[src/rtl/bit64_seq_subtractor.sv]
// rtl/bit64_seq_subtractor.sv - multi-cycle chunked subtractor (a - b) with compare flags
// One CHUNK of a + ~b + carry per RUN cycle; flags are registered alongside the final chunk.
module bit64_seq_subtractor #(
  parameter int WIDTH = 64,
  parameter int CHUNK = 16
) (
  input  logic             clk,
  input  logic             rst,
  input  logic             start,
  input  logic [WIDTH-1:0] a,
  input  logic [WIDTH-1:0] b,
  output logic             busy,
  output logic             done,
  output logic [WIDTH-1:0] diff,
  output logic             borrow,
  output logic             overflow,
  output logic             zero,
  output logic             lt,
  output logic             ltu
);

  localparam int NCHUNK = WIDTH / CHUNK;
  localparam int IDXW   = (NCHUNK > 1) ? $clog2(NCHUNK) : 1;
  localparam logic [IDXW-1:0] LAST_IDX = IDXW'(NCHUNK - 1);

  typedef enum logic [1:0] {
    S_IDLE = 2'd0,
    S_RUN  = 2'd1,
    S_DONE = 2'd2
  } state_t;

  state_t            r_state;
  state_t            w_state_next;
  logic [WIDTH-1:0]  r_a;
  logic [WIDTH-1:0]  r_nb;
  logic [WIDTH-1:0]  r_diff;
  logic [IDXW-1:0]   r_idx;
  logic              r_carry;
  logic              r_borrow;
  logic              r_overflow;
  logic              r_zero;
  logic              r_lt;

  logic              w_accept;
  logic              w_last;
  logic [CHUNK-1:0]  w_a_chunk;
  logic [CHUNK-1:0]  w_nb_chunk;
  logic [CHUNK:0]    w_sum;
  logic [WIDTH-1:0]  w_diff_next;
  logic              w_a_msb;
  logic              w_b_msb;
  logic              w_d_msb;
  logic              w_ovf;

  always_ff @(posedge clk or posedge rst) begin
    if (rst) begin
      r_state <= S_IDLE;
    end else begin
      r_state <= w_state_next;
    end
  end

  always_comb begin
    w_state_next = r_state;
    w_accept     = 1'b0;
    w_last       = 1'b0;
    case (r_state)
      S_IDLE: begin
        if (start) begin
          w_accept     = 1'b1;
          w_state_next = S_RUN;
        end
      end
      S_RUN: begin
        if (r_idx == LAST_IDX) begin
          w_last       = 1'b1;
          w_state_next = S_DONE;
        end
      end
      S_DONE: begin
        if (start) begin
          w_accept     = 1'b1;
          w_state_next = S_RUN;
        end else begin
          w_state_next = S_IDLE;
        end
      end
      default: w_state_next = S_IDLE;
    endcase
  end

  assign w_a_chunk  = r_a[r_idx*CHUNK +: CHUNK];
  assign w_nb_chunk = r_nb[r_idx*CHUNK +: CHUNK];
  assign w_sum      = {1'b0, w_a_chunk} + {1'b0, w_nb_chunk} + {{CHUNK{1'b0}}, r_carry};

  // Full result as it will look after this edge, so flags see the last chunk too.
  always_comb begin
    w_diff_next = r_diff;
    w_diff_next[r_idx*CHUNK +: CHUNK] = w_sum[CHUNK-1:0];
  end

  assign w_a_msb = r_a[WIDTH-1];
  assign w_b_msb = ~r_nb[WIDTH-1];
  assign w_d_msb = w_diff_next[WIDTH-1];
  assign w_ovf   = (w_a_msb != w_b_msb) && (w_d_msb != w_a_msb);

  always_ff @(posedge clk or posedge rst) begin
    if (rst) begin
      r_a        <= '0;
      r_nb       <= '0;
      r_diff     <= '0;
      r_idx      <= '0;
      r_carry    <= 1'b0;
      r_borrow   <= 1'b0;
      r_overflow <= 1'b0;
      r_zero     <= 1'b0;
      r_lt       <= 1'b0;
    end else if (w_accept) begin
      r_a     <= a;
      r_nb    <= ~b;
      r_carry <= 1'b1;
      r_idx   <= '0;
    end else if (r_state == S_RUN) begin
      r_diff  <= w_diff_next;
      r_carry <= w_sum[CHUNK];
      r_idx   <= w_last ? '0 : r_idx + 1'b1;
      if (w_last) begin
        r_borrow   <= ~w_sum[CHUNK];
        r_overflow <= w_ovf;
        r_zero     <= ~|w_diff_next;
        r_lt       <= w_d_msb ^ w_ovf;
      end
    end
  end

  assign busy     = (r_state == S_RUN);
  assign done     = (r_state == S_DONE);
  assign diff     = r_diff;
  assign borrow   = r_borrow;
  assign overflow = r_overflow;
  assign zero     = r_zero;
  assign lt       = r_lt;
  assign ltu      = r_borrow;

endmodule
[config.mk]
export PLATFORM = sky130hd
export DESIGN_NAME = bit64_seq_subtractor
export DESIGN_NICKNAME = d
export VERILOG_FILES = /design/src/rtl/bit64_seq_subtractor.sv
export SDC_FILE = /design/constraint.sdc
export NUM_CORES = 1
export LEC_CHECK = 0
export CORE_MARGIN = 2
export CORE_UTILIZATION = 30
export CTS_BUF_LIST = sky130_fd_sc_hd__clkbuf_8 sky130_fd_sc_hd__clkbuf_16
export CTS_CLUSTER_SIZE = 8
export DETAILED_ROUTE_END_ITERATION = 7
export PLACE_DENSITY_LB_ADDON = 0.08
export SLEW_MARGIN = 20
export SYNTH_ARGS = -nofsm -noshare
export SYNTH_HDL_FRONTEND = slang
export SYNTH_SLANG_ARGS = --single-unit
[constraint.sdc]
create_clock -name clk -period 19.3 [get_ports clk]
set_input_delay 3.86 -clock clk [delete_from_list [all_inputs] [get_ports clk]]
set_output_delay 3.86 -clock clk [all_outputs]
set_load 0.02 [all_outputs]
; ---- Word level (Yosys, flattened, before mapping)
; Cells that the tools add are included.
[totals]
ff_bits = 201
in_bits = 131
output_inout_bits = 71
word_cells = 53
[op_classes]
n_addsub = 4
eq_ne = 7
n_shift = 4
n_mux = 14
bitwise_logic = 5
reduce_logical = 9
[op_table]
columns = cell, count
row1 = variable part select 64 x 7 -> 16 bit, 2
row2 = bitwise mux 64 bit, 1
row3 = NOT 64 bit, 1
row4 = OR reduction 64 bit, 1
row5 = variable shift 16 x 34 -> 64 bit (first input constant), 1
row6 = variable part select 16 x 34 -> 64 bit, 1
row7 = negation 6 -> 34 bit, 1
row8 = adder 16 x 16 -> 17 bit, 1
row9 = adder 17 x 1 -> 17 bit, 1
row10 = two-way mux 2 bit, 5
row11 = two-way mux 1 bit, 7
row12 = case mux 2 bit (3 select lines), 1
row13 = == test 2 bit (second input constant), 2
row14 = AND reduction 2 bit, 2
row15 = NOT 1 bit, 3
row16 = AND reduction 3 bit, 1
row17 = adder 2 x 1 -> 2 bit (second input constant), 1
row18 = == test 2 x 1 -> 1 bit (second input constant), 1
row19 = logical NOT 2 bit, 1
row20 = inequality test 1 bit, 2
row21 = inequality test 2 x 1 -> 1 bit (second input constant), 1
row22 = inequality test 2 bit (second input constant), 1
row23 = nonzero test 2 bit, 1
row24 = OR reduction 2 bit, 1
row25 = 3 further kinds, 3

; ---- Depth between registers and ports, before layout
[logic_depth]
ltp_word = 8
ltp_mapped = 14

; ---- Worst setup path after synthesis
; No wires, ideal clock.
[synth_path]
path_type = flip-flop to output port
from = register r_state[1]
to = output busy
t_arrival_ns = 0.988
t_required_ns = 15.440
slack_ns = 14.452
stages_incl_launch_ff = 4
n_path_buf = 1
cell_sequence = dfrtp_1 -> nand2b_1 -> inv_1 -> clkbuf_1
[synth_via]
elab_chain_len = 1
[synth_lines]
columns = element, line
row1 = "start, declared", 32  ; state_t r_state;
row2 = "start signal, assigned", 59  ; r_state <= w_state_next;
row3 = == test 2 x 1 -> 1 bit, 136  ; assign busy = (r_state == S_RUN);
row4 = "end, declared", 12  ; output logic busy,
; No other way between the ends.

; ---- Worst setup path in the final report
[layout_path]
from = register r_state[0]
to = output busy
; Same word-level chain as after synthesis.

==> flow_metrics.env <==
export IMPL_grt_antenna_before_repair=0
export IMPL_powerDensity_nw_per_um2=223
export IMPL_dieArea_um2=32500
export IMPL_ys_flop_type="dfrtp_1"
export IMPL_netlist_area_um2=9310
export IMPL_crit_slowest_cell="clkdlybuf4s50_1"
export IMPL_tightest_slew_ps=1010
export IMPL_rr_worst_depth=13
export IMPL_die_y_um=180
export IMPL_synth_top_cell_area_share=0.540
export IMPL_r2r_end="zero"
export IMPL_crit_arrival_ps=2620
export IMPL_pin_count=202
export IMPL_path_delay_family="buffers and inverters"
export IMPL_syn_to_final_growth_pct=33.8
export IMPL_wl_per_cell_um=18.9
export IMPL_cp_slowest_stage_delay_ps=690
export IMPL_start_util=0.304
export IMPL_path_class="flip-flop to output port"
export IMPL_clock_path_buffers=3
export IMPL_totalWireLength_mm=28.3
export IMPL_dr_total_vias=7218
export IMPL_cts_tree="built"
export IMPL_routabilityCongestion=0.808
export IMPL_fin_area_um2=12500
export IMPL_ys_ff_latch=201
export IMPL_hold_class="flip-flop to flip-flop"
export IMPL_final_period_utilization=0.336
export IMPL_io_buffers=201
export IMPL_max_cap_violations=0
export IMPL_clkLatencyLatePin_ps=550
export IMPL_synth_async_reset_ratio=1.00
export IMPL_fin_skew_ps=26.8
export IMPL_place_hpwl_mm=19.9
export IMPL_layout_drive_gt1_share=0.0872
export IMPL_synth_top_area_cell="dfrtp_1"
export IMPL_cts_hold_buf=0
export IMPL_synth_edff_count=0
export IMPL_grt_max_degree=102
export IMPL_crit_chain="nand2b_1, inv_1, clkdlybuf4s50_1"
export IMPL_drc=0
export IMPL_yosys_warnings=0
export IMPL_syn_nets=1063
export IMPL_postRouteAntennaNets=0
export IMPL_fmax_mhz=154
export IMPL_synth_area_top_cells="dfrtp_1 54%, nand2_1 12%, mux4_2 7.7%"
export IMPL_rsz0062_at_grt="false"
export IMPL_ctsResizeCount=0
export IMPL_grt_overflow=0
export IMPL_setup_worst_path_start_class="flip-flop"
export IMPL_fin_nets=1253
export IMPL_cts_setup_buffers=0
export IMPL_avgSynthCellArea_um2=10.2
export IMPL_numCtsBuffers=29
export IMPL_final_cell_mix="290 x nand2_1, 201 x clkdlybuf4s50_1, 199 x dfrtp_1, 87 x o21ai_0, 43 x a22o_1"
export IMPL_ys_types=58
export IMPL_clock_sinks=201
export IMPL_synth_seq_area_share=0.540
export IMPL_htreeDepth=1
export IMPL_first_pass_iters=4
export IMPL_fillers=3056
export IMPL_layout_commonest_cell="nand2_1"
export IMPL_setup_tns_final_ps=0
export IMPL_period_minus_slack_ps=6480
export IMPL_slew_viol_final=0
export IMPL_crit_buf_inv=2
export IMPL_peakVddDrop_uv=148
export IMPL_crit_cells=3
export IMPL_dpl_cell_area_um2=11700
export IMPL_worstSetupStartpoint="r_state[0]"
export IMPL_grtUsageTotal=0.173
export IMPL_final_util=0.407
export IMPL_hold_viol_final=0
export IMPL_crit_fanout=12
export IMPL_diodes=0
export IMPL_drt_iter0_markers=486
export IMPL_rrSetupSlack_ps=14430
export IMPL_p_leak_nw=5.64
export IMPL_cts_root_buf="clkbuf_16"
export IMPL_grt_pass1_wl_mm=43.9
export IMPL_grt_pass1_vias=7330
export IMPL_vias_per_cell=4.82
export IMPL_syn_inst=909
export IMPL_fp_row_count=64
export IMPL_r2r_start="r_idx[0]"
export IMPL_fp_coreArea_um2=30600
export IMPL_cp_end_kind="output port"
export IMPL_endpoint="busy"
export IMPL_clkTransAtPathRegs_ps=50
export IMPL_setup_viol=0
export IMPL_crit_required_ps=15440
export IMPL_die_w_um=180
export IMPL_status="completed"
export IMPL_maxSlewHeadroom=0.320
## how the worst min path moves through the flow
stage | startpoint | endpoint | depth (start not counted)
final | r_a[26] | r_a[26] | 2
after global routing | r_a[32] | r_a[32] | 2
after CTS | r_a[32] | r_a[32] | 2
after detailed placement | r_a[32] | r_a[32] | 2
after global placement | r_a[41] | r_a[41] | 2
after floorplan | r_a[32] | r_a[32] | 2
## flip-flops by register name (all words and copies together) (netlist names)
name / cells
zero: 1
r_state: 2
borrow: 1
r_a: 64
lt: 1
diff: 64
overflow: 1
r_carry: 1
r_idx: 2
r_nb: 64
## metal layers
metal / global-route usage / part of all wire / up-vias
li1: - / - / 3535
met1: 0.251 / 0.48 / 3460
met2: 0.273 / 0.46 / 183
met3: 0.0245 / 0.040 / 40
met4: 0.0390 / 0.018 / 0
met5: 0 / 0 / -
## per-stage QoR
step	std cells	worst slack (ps)	power [mW]	hold slack (ps)
after floorplan	909	9960	1.70	440
after global placement	1464	13050	2.34	454
after detailed placement	1464	13000	2.35	461
after CTS	1497	12840	2.80	474
after global routing	1497	12730	2.97	483
final	1497	12820	2.77	466
## cell usage after synthesis (all sizes together) (10+ instances only)
cell type  instances
nand2            291
dfrtp            201
o21ai             93
a22o              47
clkbuf            40
mux4              32
nor2              27
a21oi             21
ha                21
inv               16
nor4              14
nand3             12
buf               10
## final cells by class
type / instances / area, um^2 / area share
Multi-Input combinational cell: 642 / 4040 / 0.324
Sequential cell: 201 / 5030 / 0.404
Clock buffer: 29 / 726 / 0.0583
Timing Repair Buffer: 209 / 2070 / 0.166
Clock inverter: 4 / 25.0 / 0.00201
Tap cell: 396 / 495 / 0.0398
Inverter: 16 / 67.6 / 0.00542
## logic make-up after synthesis
family | Yosys count | synth area share
AO/OA/AOI/OAI | 194 | 0.138
XOR/XNOR | 13 | 0.0130
adder cells (fa/ha/maj) | 24 | 0.0336
buffers and inverters | 66 | 0.0276
flip-flops | 201 | 0.540
multiplexers | 35 | 0.0810
AND/OR/NAND/NOR | 376 | 0.166
## worst register-to-register path: stages, from the launching register on
cell and delay [ps]:
dfrtp_2 810, buf_4 510, mux4_2 620, fa_1 410, inv_1 90, fa_1 210
nand2b_1 170, a21oi_1 80, a211o_2 330, a21boi_1 250, xor2_1 600, nand3b_1 140
o41ai_1 380, a41o_1 220
## power breakdown
group	leakage (nW)	internal, mW	total [mW]	switching [mW]
sequential	2.57	0.607	0.744	0.137
clock	0.377	0.262	0.441	0.179
combinational	2.68	0.592	1.59	0.997
Note: power is estimated with default switching activity, not from simulation.
==> edit: new RTL, config.mk and constraints unchanged <==
The 3 states of `state_t` get a one-hot encoding in 3 bits.
--- a/src/rtl/bit64_seq_subtractor.sv
+++ b/src/rtl/bit64_seq_subtractor.sv
@@ -25,6 +25,6 @@
 
-  typedef enum logic [1:0] {
-    S_IDLE = 2'd0,
-    S_RUN  = 2'd1,
-    S_DONE = 2'd2
+  typedef enum logic [2:0] {
+    S_IDLE = 3'b001,
+    S_RUN  = 3'b010,
+    S_DONE = 3'b100
   } state_t;
Check against the original RTL: same outputs for any inputs over 4 cycles, from zero or initial values and one cycle with rst high; so few cycles prove little.
==> edit against the original RTL <==
- highest routed layer unchanged
- register-to-register slack worse by 0.11 ns
- synthesized cell count decreased by 16%
- critical path depth unchanged
- via count decreased by 7.1%
- largest power group unchanged
- total power shrank 8.5%
- cell area is 0.30% higher
- sequential cell count is 1 higher
- routed wire length shrank 6.5%
- sequential power shrank 7.5%
- area after synthesis decreased by 0.77%
- worst setup slack better by 0.089 ns
- combinational power decreased by 11%
==> edit: results <==
outcome:
  status: "finished, final reports clean"
grt:
  vias_in_the_first_global_route: 7156
  grt_first_pass_wirelength_um: 42300
  grt_start_max_net_pins: 134
  number_of_antenna_violations_at_the_first_check_in_global_routing: 0
  globalRouteTotalUtil_pct: 16.6
detailed_routing:
  via_count: 6704
  post_drt_wl_per_cell_um: 19.2
  first_pass_iters: 4
  avgViaCountPerCell: 4.86
  drt-initial-drc-count: 488
timing:
  finClkSkew_ns: 0.00916
  worstMarginPinSlew_ns: 1.01
cts:
  cts_setup_buffers: 0
  cts_buffers: 29
  post_cts_resize_count: 0
  clock_insertion_delay_worst_skew_ns: 0.54
  root_buffer: "clkbuf_16"
  ctsHoldBuffers: 0
  clk_pin_slew_ns: 0.05
  ctsHtreeMaxLevel: 1
  clock_path_buffers: 3
synthesis:
  synth.avg_cell_area_um2: 12.1
  synthTopCellsByCount: "201 x dfrtp_1, 87 x nor2_1, 83 x a21oi_1, 63 x mux2_2, 52 x nand2_1"
  synth_largest_type_area_fraction_pct: 54.4
  synthTopCellsByArea: "dfrtp_1 54%, mux4_2 7.8%, mux2_2 7.7%, a21oi_1 4.5%, a22o_1 3.6%"
  synthFlopType: "dfrtp_1"
  synth.yosys.seq_area_share_pct: 54.7
  synth.lib_cells_used.distinct: 61
  synthArstFlopShare_pct: 100
  synth.net_count: 918
  ys.warnings.count: 0
placement:
  place.port_buffers: 201
  post-place-cells: 1336
  gp_congestion: 0.791
  dp_hpwl_um: 18600
setup_path:
  critPathMaxFanout: 16
  endpoint_arrival_time_on_the_critical_path_ns: 2.53
power:
  power_per_cell_area_mw_per_mm2: 203
  p_leak_nw: 5.11
  vdd_drop_max_mv: 0.0939
final_layout:
  insertedDiodeCount: 0
  drive_above_1_share_pct: 16.5
  finalNetCount: 1125
min_path:
  hp-class: "reg2reg"
[edit: changes by cell type after synthesis, moves of 5 or more]
cell,unedited run,this run
mux2_2,3,63
nand3_1,11,3
o21ai_0,87,34
nor2_1,27,87
a22o_1,43,38
nand2_1,290,52
a21oi_1,19,83
clkbuf_1,40,28
[edit: critical path, stage by stage, from the launching register on]
cell,delay [ns]
dfrtp_1,0.39
or3b_1,0.63
inv_2,0.32
clkdlybuf4s50_1,0.66
[edit: area by class of cell]
cell class	instances	area (µm²)
Timing Repair Buffer	215	2120
Sequential cell	202	5060
Inverter	14	60.1
Tap cell	396	495
Clock inverter	15	65.1
Multi-Input combinational cell	509	3970
Fill cell	2962	17900
Clock buffer	29	726
[edit: worst paths after layout]
| path | from | endpoint | slack, ns | cells after the start |
|---|---|---|---|---|
| worst max-delay path | r_state[2] | busy | 12.91 | 3 |
| worst min-delay path | r_a[43] | r_a[43] | 0.50 | 1 |
| worst max register to register | r_idx[0] | zero | 14.32 | 14 |
| worst min register to register | r_a[43] | r_a[43] | 0.50 | 1 |
| max in group asynchronous | rst | r_nb[60] | 13.85 | 3 |
| min in group asynchronous | rst | r_a[3] | 3.94 | 2 |
[edit: report_power, final]
group	total, W	switching [W]	internal (W)
Combinational	0.00141	0.000830	0.000576
Clock	0.000444	0.000179	0.000265
Sequential	0.000688	0.000101	0.000587
[edit: cells by family (layout without fill, tap and decap cells)]
kind of cell | Yosys count | after routing | share of synthesized area, %
flip-flops | 202 | 202 | 54.7
XOR/XNOR | 15 | 15 | 1.50
adder cells (fa/ha/maj) | 24 | 24 | 3.39
multiplexers | 95 | 95 | 15.5
AO/OA/AOI/OAI | 189 | 189 | 13.5
AND/OR/NAND/NOR | 186 | 186 | 8.98
buffers and inverters | 53 | 273 | 2.37
[edit: stage by stage]
stage / worst slack (ns) / total power [W] / utilization (%) / hold WS, ns / cell area (µm²)
6_report: 12.91 / 0.00254 / 41.1 / 0.499 / 12500
5_1_grt: 12.77 / 0.00272 / 41.1 / 0.516 / 12500
4_1_cts: 12.87 / 0.00259 / 41.0 / 0.502 / 12500
3_5_place_dp: 13.16 / 0.00213 / 38.4 / 0.491 / 11700
3_3_place_gp: 13.14 / 0.00213 / 38.4 / 0.485 / 11700
2_1_floorplan: 9.93 / 0.00153 / - / 0.475 / 9240
[edit: routing by layer]
layer | wire [µm] | global-route usage, % | share of wire, %
met1 | 12600 | 23.6 | 48
met2 | 12100 | 26.5 | 46
met3 | 1150 | 2.88 | 4.4
met4 | 568 | 3.77 | 2.1
met5 | 0 | 0 | 0
